--- src/rtl/shift_pkg.sv ---
// Shared types for the shared-shifter arbiter: shift opcode encoding and shift-amount width.
package shift_pkg;

  localparam int unsigned SHAMT_W = 5;

  typedef enum logic [1:0] {
    SH_LSL = 2'b00,
    SH_LSR = 2'b01,
    SH_ASR = 2'b10,
    SH_ILL = 2'b11
  } shift_op_t;

endpackage

--- src/rtl/rr_arbiter.sv ---
// Round-robin arbiter: scans upward from the pointer, grants the first requester,
// and moves the pointer past the winner only when a grant is issued.
module rr_arbiter #(
  parameter int unsigned N   = 2,
  parameter int unsigned IDW = (N > 1) ? $clog2(N) : 1
) (
  input  logic           clk,
  input  logic           rst_n,
  input  logic [N-1:0]   req,
  input  logic           enable,
  output logic [N-1:0]   grant,
  output logic [IDW-1:0] grant_idx,
  output logic           grant_any
);

  logic [IDW-1:0] ptr_q, ptr_d;

  always_comb begin
    logic [IDW-1:0] idx;
    idx       = '0;
    grant     = '0;
    grant_idx = '0;
    grant_any = 1'b0;
    if (enable) begin
      for (int unsigned k = 0; k < N; k++) begin
        idx = IDW'((32'(ptr_q) + k) % N);
        if (!grant_any && req[idx]) begin
          grant[idx] = 1'b1;
          grant_idx  = idx;
          grant_any  = 1'b1;
        end
      end
    end
  end

  always_comb begin
    ptr_d = ptr_q;
    if (grant_any) begin
      ptr_d = IDW'((32'(grant_idx) + 32'd1) % N);
    end
  end

  always_ff @(posedge clk or negedge rst_n) begin
    if (!rst_n) begin
      ptr_q <= '0;
    end else begin
      ptr_q <= ptr_d;
    end
  end

endmodule

--- src/rtl/shifter.sv ---
// Combinational barrel shifter with one-hot style operation selects.
// When no select is active the result is zero.
module shifter
  import shift_pkg::*;
#(
  parameter int unsigned W = 32
) (
  input  logic [W-1:0]       a,
  input  logic [SHAMT_W-1:0] shamt,
  input  logic               is_lsl,
  input  logic               is_lsr,
  input  logic               is_asr,
  output logic [W-1:0]       result
);

  always_comb begin
    result = '0;
    if (is_lsl) begin
      result = a << shamt;
    end else if (is_lsr) begin
      result = a >> shamt;
    end else if (is_asr) begin
      result = W'($signed(a) >>> shamt);
    end
  end

endmodule

--- src/rtl/shift_arbiter.sv ---
// Shares one barrel shifter between N requesters: round-robin grant into a one-entry
// operand stage, shifter evaluates from the stage, tagged result on a valid/ready port.
module shift_arbiter
  import shift_pkg::*;
#(
  parameter int unsigned W   = 32,
  parameter int unsigned N   = 2,
  parameter int unsigned IDW = (N > 1) ? $clog2(N) : 1
) (
  input  logic                clk,
  input  logic                rst_n,
  input  logic [N-1:0]        req_valid,
  output logic [N-1:0]        req_ready,
  input  logic [N-1:0][W-1:0] req_a,
  input  logic [N-1:0][W-1:0] req_b,
  input  logic [N-1:0][1:0]   req_op,
  output logic                rsp_valid,
  input  logic                rsp_ready,
  output logic [W-1:0]        rsp_result,
  output logic [IDW-1:0]      rsp_id,
  output logic                rsp_err
);

  logic               s_valid_q, s_valid_d;
  logic [W-1:0]       s_a_q, s_a_d;
  logic [SHAMT_W-1:0] s_b_q, s_b_d;
  shift_op_t          s_op_q, s_op_d;
  logic [IDW-1:0]     s_id_q, s_id_d;

  logic           can_accept;
  logic [N-1:0]   grant;
  logic [IDW-1:0] grant_idx;
  logic           grant_any;
  logic           is_lsl, is_lsr, is_asr;

  // Only the low shift-amount bits of each B operand reach the shifter.
  logic unused_b_hi;
  always_comb begin
    unused_b_hi = 1'b0;
    for (int unsigned i = 0; i < N; i++) begin
      unused_b_hi = unused_b_hi ^ (^req_b[i][W-1:SHAMT_W]);
    end
  end

  // Gated by rst_n so no port sees ready while reset is asserted.
  assign can_accept = rst_n && (!s_valid_q || rsp_ready);

  rr_arbiter #(
    .N  (N),
    .IDW(IDW)
  ) u_arb (
    .clk      (clk),
    .rst_n    (rst_n),
    .req      (req_valid),
    .enable   (can_accept),
    .grant    (grant),
    .grant_idx(grant_idx),
    .grant_any(grant_any)
  );

  assign req_ready = grant;

  always_comb begin
    s_valid_d = s_valid_q;
    s_a_d     = s_a_q;
    s_b_d     = s_b_q;
    s_op_d    = s_op_q;
    s_id_d    = s_id_q;
    if (grant_any) begin
      s_valid_d = 1'b1;
      s_a_d     = req_a[grant_idx];
      s_b_d     = req_b[grant_idx][SHAMT_W-1:0];
      s_op_d    = shift_op_t'(req_op[grant_idx]);
      s_id_d    = grant_idx;
    end else if (s_valid_q && rsp_ready) begin
      s_valid_d = 1'b0;
    end
  end

  always_ff @(posedge clk or negedge rst_n) begin
    if (!rst_n) begin
      s_valid_q <= 1'b0;
      s_a_q     <= '0;
      s_b_q     <= '0;
      s_op_q    <= SH_LSL;
      s_id_q    <= '0;
    end else begin
      s_valid_q <= s_valid_d;
      s_a_q     <= s_a_d;
      s_b_q     <= s_b_d;
      s_op_q    <= s_op_d;
      s_id_q    <= s_id_d;
    end
  end

  assign is_lsl = (s_op_q == SH_LSL);
  assign is_lsr = (s_op_q == SH_LSR);
  assign is_asr = (s_op_q == SH_ASR);

  shifter #(
    .W(W)
  ) u_shifter (
    .a     (s_a_q),
    .shamt (s_b_q),
    .is_lsl(is_lsl),
    .is_lsr(is_lsr),
    .is_asr(is_asr),
    .result(rsp_result)
  );

  assign rsp_valid = s_valid_q;
  assign rsp_id    = s_id_q;
  assign rsp_err   = s_valid_q && (s_op_q == SH_ILL);

endmodule

--- config.mk ---
export PLATFORM = sky130hd
export DESIGN_NAME = shift_arbiter
export DESIGN_NICKNAME = d
export VERILOG_FILES = /design/src/rtl/shift_pkg.sv /design/src/rtl/rr_arbiter.sv /design/src/rtl/shifter.sv /design/src/rtl/shift_arbiter.sv
export SDC_FILE = /design/constraint.sdc
export NUM_CORES = 1
export LEC_CHECK = 0
export BUFFER_PORTS_ARGS = -buffer_cell sky130_fd_sc_hd__buf_2
export CORE_MARGIN = 1
export CORE_UTILIZATION = 40
export CTS_CLUSTER_SIZE = 25
export DETAILED_ROUTE_END_ITERATION = 7
export PLACE_DENSITY = 0.66
export SLEW_MARGIN = 20
export SYNTH_ARGS = -nofsm -noshare
export SYNTH_HDL_FRONTEND = slang
export SYNTH_SLANG_ARGS = --single-unit
--- constraint.sdc ---
create_clock -name clk -period 6.2 [get_ports clk]
set_input_delay 1.24 -clock clk [delete_from_list [all_inputs] [get_ports clk]]
set_output_delay 1.24 -clock clk [all_outputs]
set_load 0.01 [all_outputs]
==> qor.csv, run 1 <==
metric,value,unit
synth warn,0,
Seq cells post-synth,42,
Final Core Density,0.4545,
"Hold Violations, Final",0,
initial antenna violation count,1,
total negative slack,0,ns
outcome,"finished, final reports clean",
DRT Wirelength,22.09,mm
syn nets,785,
Ant. Diodes,0,
Placed Area,6430,sq um
RePlAce Congestion,1.001,
Final Max Slew Viols,0,
cell taking the most area after synthesis,mux4_2,
synth top area cells,"mux4_2 (20%), dfrtp_1 (18%), mux2i_1 (7.4%), a222oi_1 (6.6%), mux4_1 (4.0%)",
Hold WC Path Type,reg2reg,
worst slew pin tran,1.091,ns
Power per Cell Area,373.8,nW/um^2
clock tree buffer depth,2,
number of cell rows,44,
GR Util met2,0.4368,
"Max FO, Critical Path",72,
# DRC,0,
FMAX,212.0,MHz
CP endpoint kind,primary output,
Via-to-Cell Ratio,6.914,
All-Layer GR Usage,0.2947,
most numerous cell in the Yosys netlist,nor2_1,
sequential share of the synthesized area,0.1771,
I/O Buffers,119,
Wirelength per Cell,24.90,microns
main flop type after synthesis,dfrtp_1,
H-tree depth,2,
pin count of the biggest net entering global routing,77,
RSZ-0062 raised after global routing,no,
GR Layer Usage met1,0.4500,
Post-Layout Inst Area,6581,sq um
# Post-CTS Setup Buffers,0,
hold buffer count at cts,0,
die width,123.8,microns
DIE AREA,15330,sq um
final setup violation count,0,
max_slew headroom,0.2671,
ys async rst share,1.000,
starting density of the core,0.4099,
Final ANT Viol Nets,0,
minimum clock period,4.718,ns
FILL cells,1426,
"Clk Latency, worst-skew pair",0.29,ns
chip height,123.8,microns
DR pass1 iterations,7,
root buf cell,clkbuf_16,
DR iter-0 viols,918,
GRT overflow,0,
reg2reg setup slack,4.53,ns
CP Launch Type,register,
mapped cell area,5934,sq um
clock sink total,42,
post-CTS sizing,0,
"Net count, final",839,
vias,6133,
skew final,0.004637,ns
core area,14480,sq um
Mapped Avg Cell Area,9.158,sq um
Post-synth EDFFs,0,
CTS Buf Count,5,
CP required,4.96,ns
Clock transition at path regs,0.06,ns
share of cells above drive strength 1,0.3172,
CTS tree,done,
Synth top area share,0.2011,
P&R area growth vs syn,10.90,%
MaxCap Viol Count,0,
met3 Usage GRT,0.03526,
vias in the first global route,5398,
library cells used by synthesis,66,
GRT busiest layer,met1,
WS Path Type,reg2out,
top cells by instance count after synthesis,"nor2_1 (60), clkbuf_1 (56), mux4_2 (53)",
first-pass GRT wire length,33.41,mm
cells after synthesis,648,
maximum VDD drop,0.0002156,V
Leak,2.886,nW
Boundary Pins,174,
ratio of final minimum period to clock period,0.7609,
Hold Slack,0.5070,ns
HPWL after DPL,16.36,mm
crit path DAT,3.48,ns
-- cells in the final DEF (no fill, tap or decap), types with 3 or more instances in the layout --
cell type,instances
buf_2,119
nor2_1,60
mux4_2,53
inv_1,46
mux2i_1,44
nand2_1,42
a222oi_1,39
dfrtp_1,39
o21ai_0,32
mux2_2,19
a21oi_1,18
buf_4,16
nand3_1,14
nor3_1,13
o211ai_1,11
mux4_1,9
nand2b_1,7
a31oi_1,7
a311o_1,6
o32ai_1,6
nor2b_1,5
o221ai_1,5
a211o_1,5
clkbuf_16,5
o22ai_1,4
a22oi_1,4
nor4_1,4
or3_1,4
and3_1,4
a221o_1,4
a32oi_1,3
a2bb2oi_1,3
a2111oi_0,3
o31ai_1,3
a211oi_1,3
-- stage by stage --
stage | worst slack [ns] | cells | power (W)
finish | 1.482 | 887 | 0.002460
global route | 1.273 | 887 | 0.002605
CTS | 1.472 | 887 | 0.002428
detailed placement | 1.793 | 879 | 0.002156
global placement | 1.853 | 879 | 0.002136
floorplan | 2.857 | 648 | 0.001641
-- metal layers --
metal  wire length (microns)  part of all wire
met1                    9645              0.44
met2                    9794              0.44
met3                    2253              0.10
met4                     391             0.018
met5                       0                 0
-- final timing paths --
path	start	to	cells after the start
hold / removal	rsp_id$_DFFE_PN0P_	rsp_id$_DFFE_PN0P_	2
max in group asynchronous	rst_n	s_b_q[1]$_DFFE_PN0P_	1
setup reg to reg	rsp_valid$_DFFE_PN0P_	s_a_q[20]$_DFFE_PN0P_	6
min in group asynchronous	rst_n	rsp_id$_DFFE_PN0P_	1
hold reg to reg	rsp_id$_DFFE_PN0P_	rsp_id$_DFFE_PN0P_	2
setup / recovery	s_b_q[0]$_DFFE_PN0P_	rsp_result[16]	7
-- report_power, final --
group          leakage, nW  total (W)  internal [W]  switching [W]
Combinational         2.30    0.00161      0.000722       0.000890
Clock               0.0729   0.000265      0.000159       0.000106
Sequential           0.515   0.000583      0.000328       0.000255
-- sequential cells by signal, summed over array words and instances (netlist names) --
| name | cells |
|---|---|
| s_a_q | 32 |
| s_b_q | 5 |
| s_op_q | 2 |
| rsp_id | 1 |
| rsp_valid | 1 |
| u_arb.ptr_q | 1 |
-- worst max-delay path, cell delays in order (launching register included) --
cell,delay [ns]
dfrtp_4,1.09
buf_4,0.40
mux4_2,0.54
mux2i_1,0.37
o22ai_1,0.16
a311oi_1,0.29
o21ai_0,0.13
buf_2,0.16
-- area by class of cell --
type,instances,area [sq um],share of cell area
clock buffer,6,138.9,0.02110
sequential,42,1060,0.1610
timing repair buffer,135,715.7,0.1087
inverter,47,176.4,0.02681
clock inverter,2,12.51,0.001901
multi-input combinational,471,4248,0.6454
tap,184,230.2,0.03498
-- cell families after synthesis --
family | share of synthesized area
buffers and inverters | 0.1077
multiplexers | 0.3538
AO/OA/AOI/OAI | 0.2357
XOR/XNOR | 0.001476
flip-flops | 0.1771
AND/OR/NAND/NOR | 0.1242
No activity file was read; power rests on OpenSTA's default activity.
==> run 2: changes to the inputs <==
- clock period: 6.2 -> 4.5 ns (I/O delays scaled with it)
==> run 2 against run 1 <==
The flow now finishes with violations (design-rule violations). Final cell count is 1.8% higher. Via count is 0.59% higher. Sequential share of layout area is 0.32 points lower. Wire length is 0.67% higher. Hold slack better by 0.011 ns. Sequential cell count stayed put. Critical path depth stayed put. Sequential power is 29% higher. First-iteration DRC count is 3.4% higher. Global-route usage is 0.079 points higher. Die area stayed put.
==> qor.csv, run 2 (synthesis results as in run 1) <==
metric,value,unit,change
All-Layer GR Usage,0.2955,,+0.0007919
Reg area,1060,sq um,unchanged
P&R area growth vs syn,13.14,%,
WS Path Type,reg2out,,
worst slew pin tran,0.9014,ns,-0.1896 ns
"most common cell after layout, fill and taps aside",buf_2,,
chip height,123.8,microns,unchanged
Leak,2.969,nW,+2.9%
MaxCap Viol Count,0,,unchanged
CTS Buf Count,5,,unchanged
initial antenna violation count,0,,-1
vias in the first global route,5514,,+2.1%
area of the multi-input gates,4248,sq um,unchanged
H-tree depth,2,,unchanged
failing checks,design-rule violations,,
die width,123.8,microns,unchanged
share of cells above drive strength 1,0.3324,,+0.01519
clock sink total,42,,unchanged
I/O Buffers,119,,unchanged
biggest regs,"s_a_q (32), s_b_q (5), s_op_q (2)",,
Via-to-Cell Ratio,6.832,,-1.2%
final setup violation count,0,,unchanged
Largest register FFs,32,,unchanged
CP Launch Type,register,,
# Post-CTS Setup Buffers,0,,unchanged
Hold Path Stages,2,,unchanged
Clock transition at path regs,0.06,ns,about the same
Hold Crit Endpoint,rsp_id$_DFFE_PN0P_,,
FMAX,241.5,MHz,
"Max FO, Critical Path",63,,-13%
max_slew headroom,0.3927,,+0.1257
Ant. Diodes,0,,unchanged
r2r startpoint,rsp_valid$_DFFE_PN0P_,,
FILL cells,1413,,-0.91%
first-pass GRT wire length,33.44,mm,+0.10%
capturing point of the worst reg2reg path,s_b_q[4]$_DFFE_PN0P_,,
most frequent cells in the layout,"buf_2 (119), nor2_1 (60), mux4_2 (53)",,
number of cell rows,44,,unchanged
outcome,"complete, but fails checks",,
Power per Cell Area,513.8,nW/um^2,+37%
CP required,3.60,ns,-1.36 ns
# DRC,3,,+3
GRT overflow,0,,unchanged
Reg2Reg Depth,6,,unchanged
"Net count, final",855,,+1.9%
pin count of the biggest net entering global routing,64,,-17%
vias,6169,,+0.59%
Wirelength per Cell,24.62,microns,-1.1%
"Hold Violations, Final",0,,unchanged
Final ANT Viol Nets,0,,unchanged
RePlAce Congestion,0.9663,,-3.4%
starting density of the core,0.4099,,unchanged
crit path DAT,3.24,ns,-0.24 ns
worst setup margin,0.3588,ns,-1.124 ns
largest reg by FF count,s_a_q,,
HPWL after DPL,16.98,mm,+3.8%
root buf cell,clkbuf_16,,
ratio of final minimum period to clock period,0.9203,,
CTS tree,done,,
total negative slack,0,ns,unchanged
post-CTS sizing,0,,unchanged
minimum clock period,4.141,ns,
DR pass1 iterations,8,,+1
Final Core Density,0.4637,,+0.009160
skew final,0.005670,ns,+0.001033 ns
Boundary Pins,174,,unchanged
Final Max Slew Viols,0,,unchanged
"Clk Latency, worst-skew pair",0.29,ns,about the same
CP endpoint kind,primary output,,
clock tree buffer depth,2,,unchanged
DRT Wirelength,22.23,mm,+0.67%
reg2reg setup slack,2.76,ns,-1.77 ns
core area,14480,sq um,unchanged
Hold WC Path Type,reg2reg,,
maximum VDD drop,0.0002619,V,+21%
DIE AREA,15330,sq um,unchanged
DR iter-0 viols,949,,+3.4%
hold buffer count at cts,0,,unchanged
Tot Pwr,0.003450,W,+40%
Min-Delay Startpoint,rsp_id$_DFFE_PN0P_,,
RSZ-0062 raised after global routing,no,,
Post-Place Setup Slack,0.7155,ns,-1.077 ns
## run 2: through the flow
stage / instances / area [sq um] / hold WS [ns]
after detailed placement: 895 / 6563 / 0.5107
after global placement: 895 / 6563 / 0.4807
after global routing: 903 / 6714 / 0.5497
final: 903 / 6714 / 0.5177
after floorplan: 648 / 5934 / 0.4636
after CTS: 903 / 6714 / 0.5264
## run 2: layer usage
layer / vias to the layer above / track usage / share of wire
met4: 0 / 0.1182 / 0.037
met2: 415 / 0.4469 / 0.44
met5: - / 0 / 0
li1: 2706 / - / -
met3: 50 / 0.03755 / 0.11
met1: 2998 / 0.4264 / 0.42
## run 2: how the worst max path moves through the flow
stage                         startpoint        endpoint  slack [ns]  depth (start not counted)
global placement    s_b_q[1]$_DFFE_PN0P_  rsp_result[29]        0.76                          7
CTS                 s_b_q[1]$_DFFE_PN0P_  rsp_result[29]        0.38                          7
floorplan           s_b_q[1]$_DFFE_PN0P_  rsp_result[17]        1.63                          5
finish              s_b_q[1]$_DFFE_PN0P_  rsp_result[29]        0.36                          7
detailed placement  s_b_q[1]$_DFFE_PN0P_  rsp_result[29]        0.72                          7
global route        s_b_q[1]$_DFFE_PN0P_  rsp_result[30]        0.16                          7
## run 2: cell type report
cell class	count	share of cell area
well taps	184	0.03429
clock buffers	6	0.02069
multi-input cells	471	0.6327
repair buffers	151	0.1264
inverters	47	0.02628
flip-flops and latches	42	0.1578
clock inverters	2	0.001864
## run 2: worst max-delay path: stages, from the launching register on
cell and delay, ns:
dfrtp_4 1.01, buf_4 0.38, mux2_2 0.38, mux4_2 0.51, nor2_1 0.11, a311o_1 0.23, nand4_1 0.13, buf_2 0.16
## run 2: power breakdown
part	total [W]	switching [W]	internal [W]
Combinational	0.00234	0.00130	0.00104
Sequential	0.000751	0.000297	0.000454
Clock	0.000363	0.000143	0.000219
Total	0.00345	0.00174	0.00171
==> run 3: changes to the inputs <==
- CORE_MARGIN: 1 -> default
- RECOVER_POWER: default -> 100
==> run 3 against run 2 <==
The run ends with max-capacitance violations, max-slew violations left. Clock power about the same. Fmax decreased by 0.88%. Clock skew about the same. Largest cell class unchanged. Critical endpoint is now rsp_result[15]. Total power shrank 0.84%. Via count grew 0.39%. Critical path depth is 1 lower. Largest power group unchanged. Final cell count unchanged. Hold slack better by 0.0026 ns. Die area stayed put. Utilization decreased by 0.34 points.
==> qor.csv, run 3 (synthesis results as in run 1) <==
metric,value,unit,change
CP endpoint kind,primary output,,
Largest register FFs,32,,unchanged
RePlAce Congestion,0.9663,,unchanged
core area,14480,sq um,unchanged
HPWL after DPL,16.98,mm,unchanged
P&R area growth vs syn,12.31,%,
Min-Delay Startpoint,rsp_id$_DFFE_PN0P_,,
I/O Buffers,119,,unchanged
DR iter-0 viols,984,,+3.7%
first-pass GRT wire length,33.44,mm,unchanged
Tot Pwr,0.003421,W,-0.84%
DIE AREA,15330,sq um,unchanged
H-tree depth,2,,unchanged
Reg2Reg Depth,6,,unchanged
initial antenna violation count,0,,unchanged
Reg area,1060,sq um,unchanged
die width,123.8,microns,unchanged
vias in the first global route,5514,,unchanged
All-Layer GR Usage,0.2955,,unchanged
hold buffer count at cts,0,,unchanged
# Post-CTS Setup Buffers,0,,unchanged
Wirelength per Cell,24.70,microns,+0.30%
starting density of the core,0.4099,,unchanged
outcome,"complete, but fails checks",,
"Clk Latency, worst-skew pair",0.29,ns,about the same
CP required,3.60,ns,about the same
CP Launch Type,register,,
number of cell rows,44,,unchanged
Hold Slack,0.5203,ns,+0.002600 ns
"Net count, final",855,,unchanged
chip height,123.8,microns,unchanged
RSZ-0062 raised after global routing,no,,
CTS tree,done,,
area of the multi-input gates,4248,sq um,unchanged
reg2reg setup slack,1.87,ns,-0.89 ns
final setup violation count,0,,unchanged
GRT busiest layer,met2,,
maximum VDD drop,0.0002623,V,+0.14%
largest reg by FF count,s_a_q,,
minimum clock period,4.178,ns,+0.03661 ns
Hold WC Path Type,reg2reg,,
FILL cells,1427,,+0.99%
"Hold Violations, Final",0,,unchanged
r2r startpoint,rsp_valid$_DFFE_PN0P_,,
"Max FO, Critical Path",48,,-24%
skew final,0.005582,ns,-0.00008859 ns
biggest regs,"s_a_q (32), s_b_q (5), s_op_q (2)",,
# DRC,0,,-3
Hold Crit Endpoint,rsp_id$_DFFE_PN0P_,,
Via-to-Cell Ratio,6.858,,+0.39%
Placed Cells,895,,unchanged
pin count of the biggest net entering global routing,64,,unchanged
Hold Path Stages,2,,unchanged
GR Util met2,0.4469,,unchanged
ratio of final minimum period to clock period,0.9284,,+0.008135
clock tree buffer depth,2,,unchanged
capturing point of the worst reg2reg path,s_b_q[4]$_DFFE_PN0P_,,
Final ANT Viol Nets,0,,unchanged
root buf cell,clkbuf_16,,
worst slew pin tran,2.138,ns,+1.237 ns
crit path DAT,3.28,ns,+0.04 ns
CTS Buf Count,5,,unchanged
met3 Usage GRT,0.03755,,unchanged
"most common cell after layout, fill and taps aside",buf_2,,
DRT Wirelength,22.30,mm,+0.30%
most frequent cells in the layout,"buf_2 (91), nor2_1 (60), mux4_2 (53)",,
max_slew headroom,-0.4255,,-0.8182
post-CTS sizing,0,,unchanged
DR pass1 iterations,7,,-1
share of cells above drive strength 1,0.2837,,-0.04868
total negative slack,0,ns,unchanged
Boundary Pins,174,,unchanged
Final Non-Filler Cells,903,,unchanged
Leak,2.860,nW,-3.7%
MaxCap Viol Count,2,,+2
GR Layer Usage met1,0.4264,,unchanged
GRT overflow,0,,unchanged
WS Path Type,reg2out,,
Final Max Slew Viols,85,,+85
Ant. Diodes,0,,unchanged
clock sink total,42,,unchanged
Clock transition at path regs,0.06,ns,about the same
failing checks,"max-capacitance violations, max-slew violations",,
FMAX,239.4,MHz,-0.88%
vias,6193,,+0.39%
Power per Cell Area,513.2,nW/um^2,-0.11%
## run 3: stage by stage
step | util | cell area (sq um) | setup WS (ns)
after floorplan | - | 5934 | 1.635
after global placement | 0.4532 | 6563 | 0.7646
after detailed placement | 0.4532 | 6563 | 0.7155
final | 0.4603 | 6665 | 0.3222
after global routing | 0.4603 | 6665 | 0.1634
after CTS | 0.4637 | 6714 | 0.3838
## run 3: layout make-up
type | instances | share of cell area
multi-input combinational | 471 | 0.6373
sequential | 42 | 0.1590
timing repair buffer | 151 | 0.1200
tap | 184 | 0.03454
inverter | 47 | 0.02647
clock buffer | 6 | 0.02084
clock inverter | 2 | 0.001877
## run 3: routing by layer
layer,share of wire,vias up
li1,-,2713
met1,0.41,2990
met2,0.44,440
met3,0.11,50
met4,0.037,0
met5,0,-
## run 3: worst max-delay path, stage by stage (launching register included)
cell and delay, ns:
dfrtp_4 0.91, clkbuf_2 0.53, mux2_1 0.44, a21oi_1 0.41, o21ai_0 0.20, o221ai_1 0.28, buf_2 0.20
## run 3: worst max path at each step
stage                           to  slack, ns  depth (start not counted)                  from
floorplan           rsp_result[17]       1.63                          5  s_b_q[1]$_DFFE_PN0P_
global placement    rsp_result[29]       0.76                          7  s_b_q[1]$_DFFE_PN0P_
detailed placement  rsp_result[29]       0.72                          7  s_b_q[1]$_DFFE_PN0P_
CTS                 rsp_result[29]       0.38                          7  s_b_q[1]$_DFFE_PN0P_
global route        rsp_result[30]       0.16                          7  s_b_q[1]$_DFFE_PN0P_
finish              rsp_result[15]       0.32                          6  s_b_q[0]$_DFFE_PN0P_
## run 3: report_power, final
group / switching [W] / internal, W / total (W)
registers: 0.000298 / 0.000453 / 0.000751
logic: 0.00131 / 0.00100 / 0.00231
clock network: 0.000143 / 0.000219 / 0.000362
total: 0.00175 / 0.00167 / 0.00342
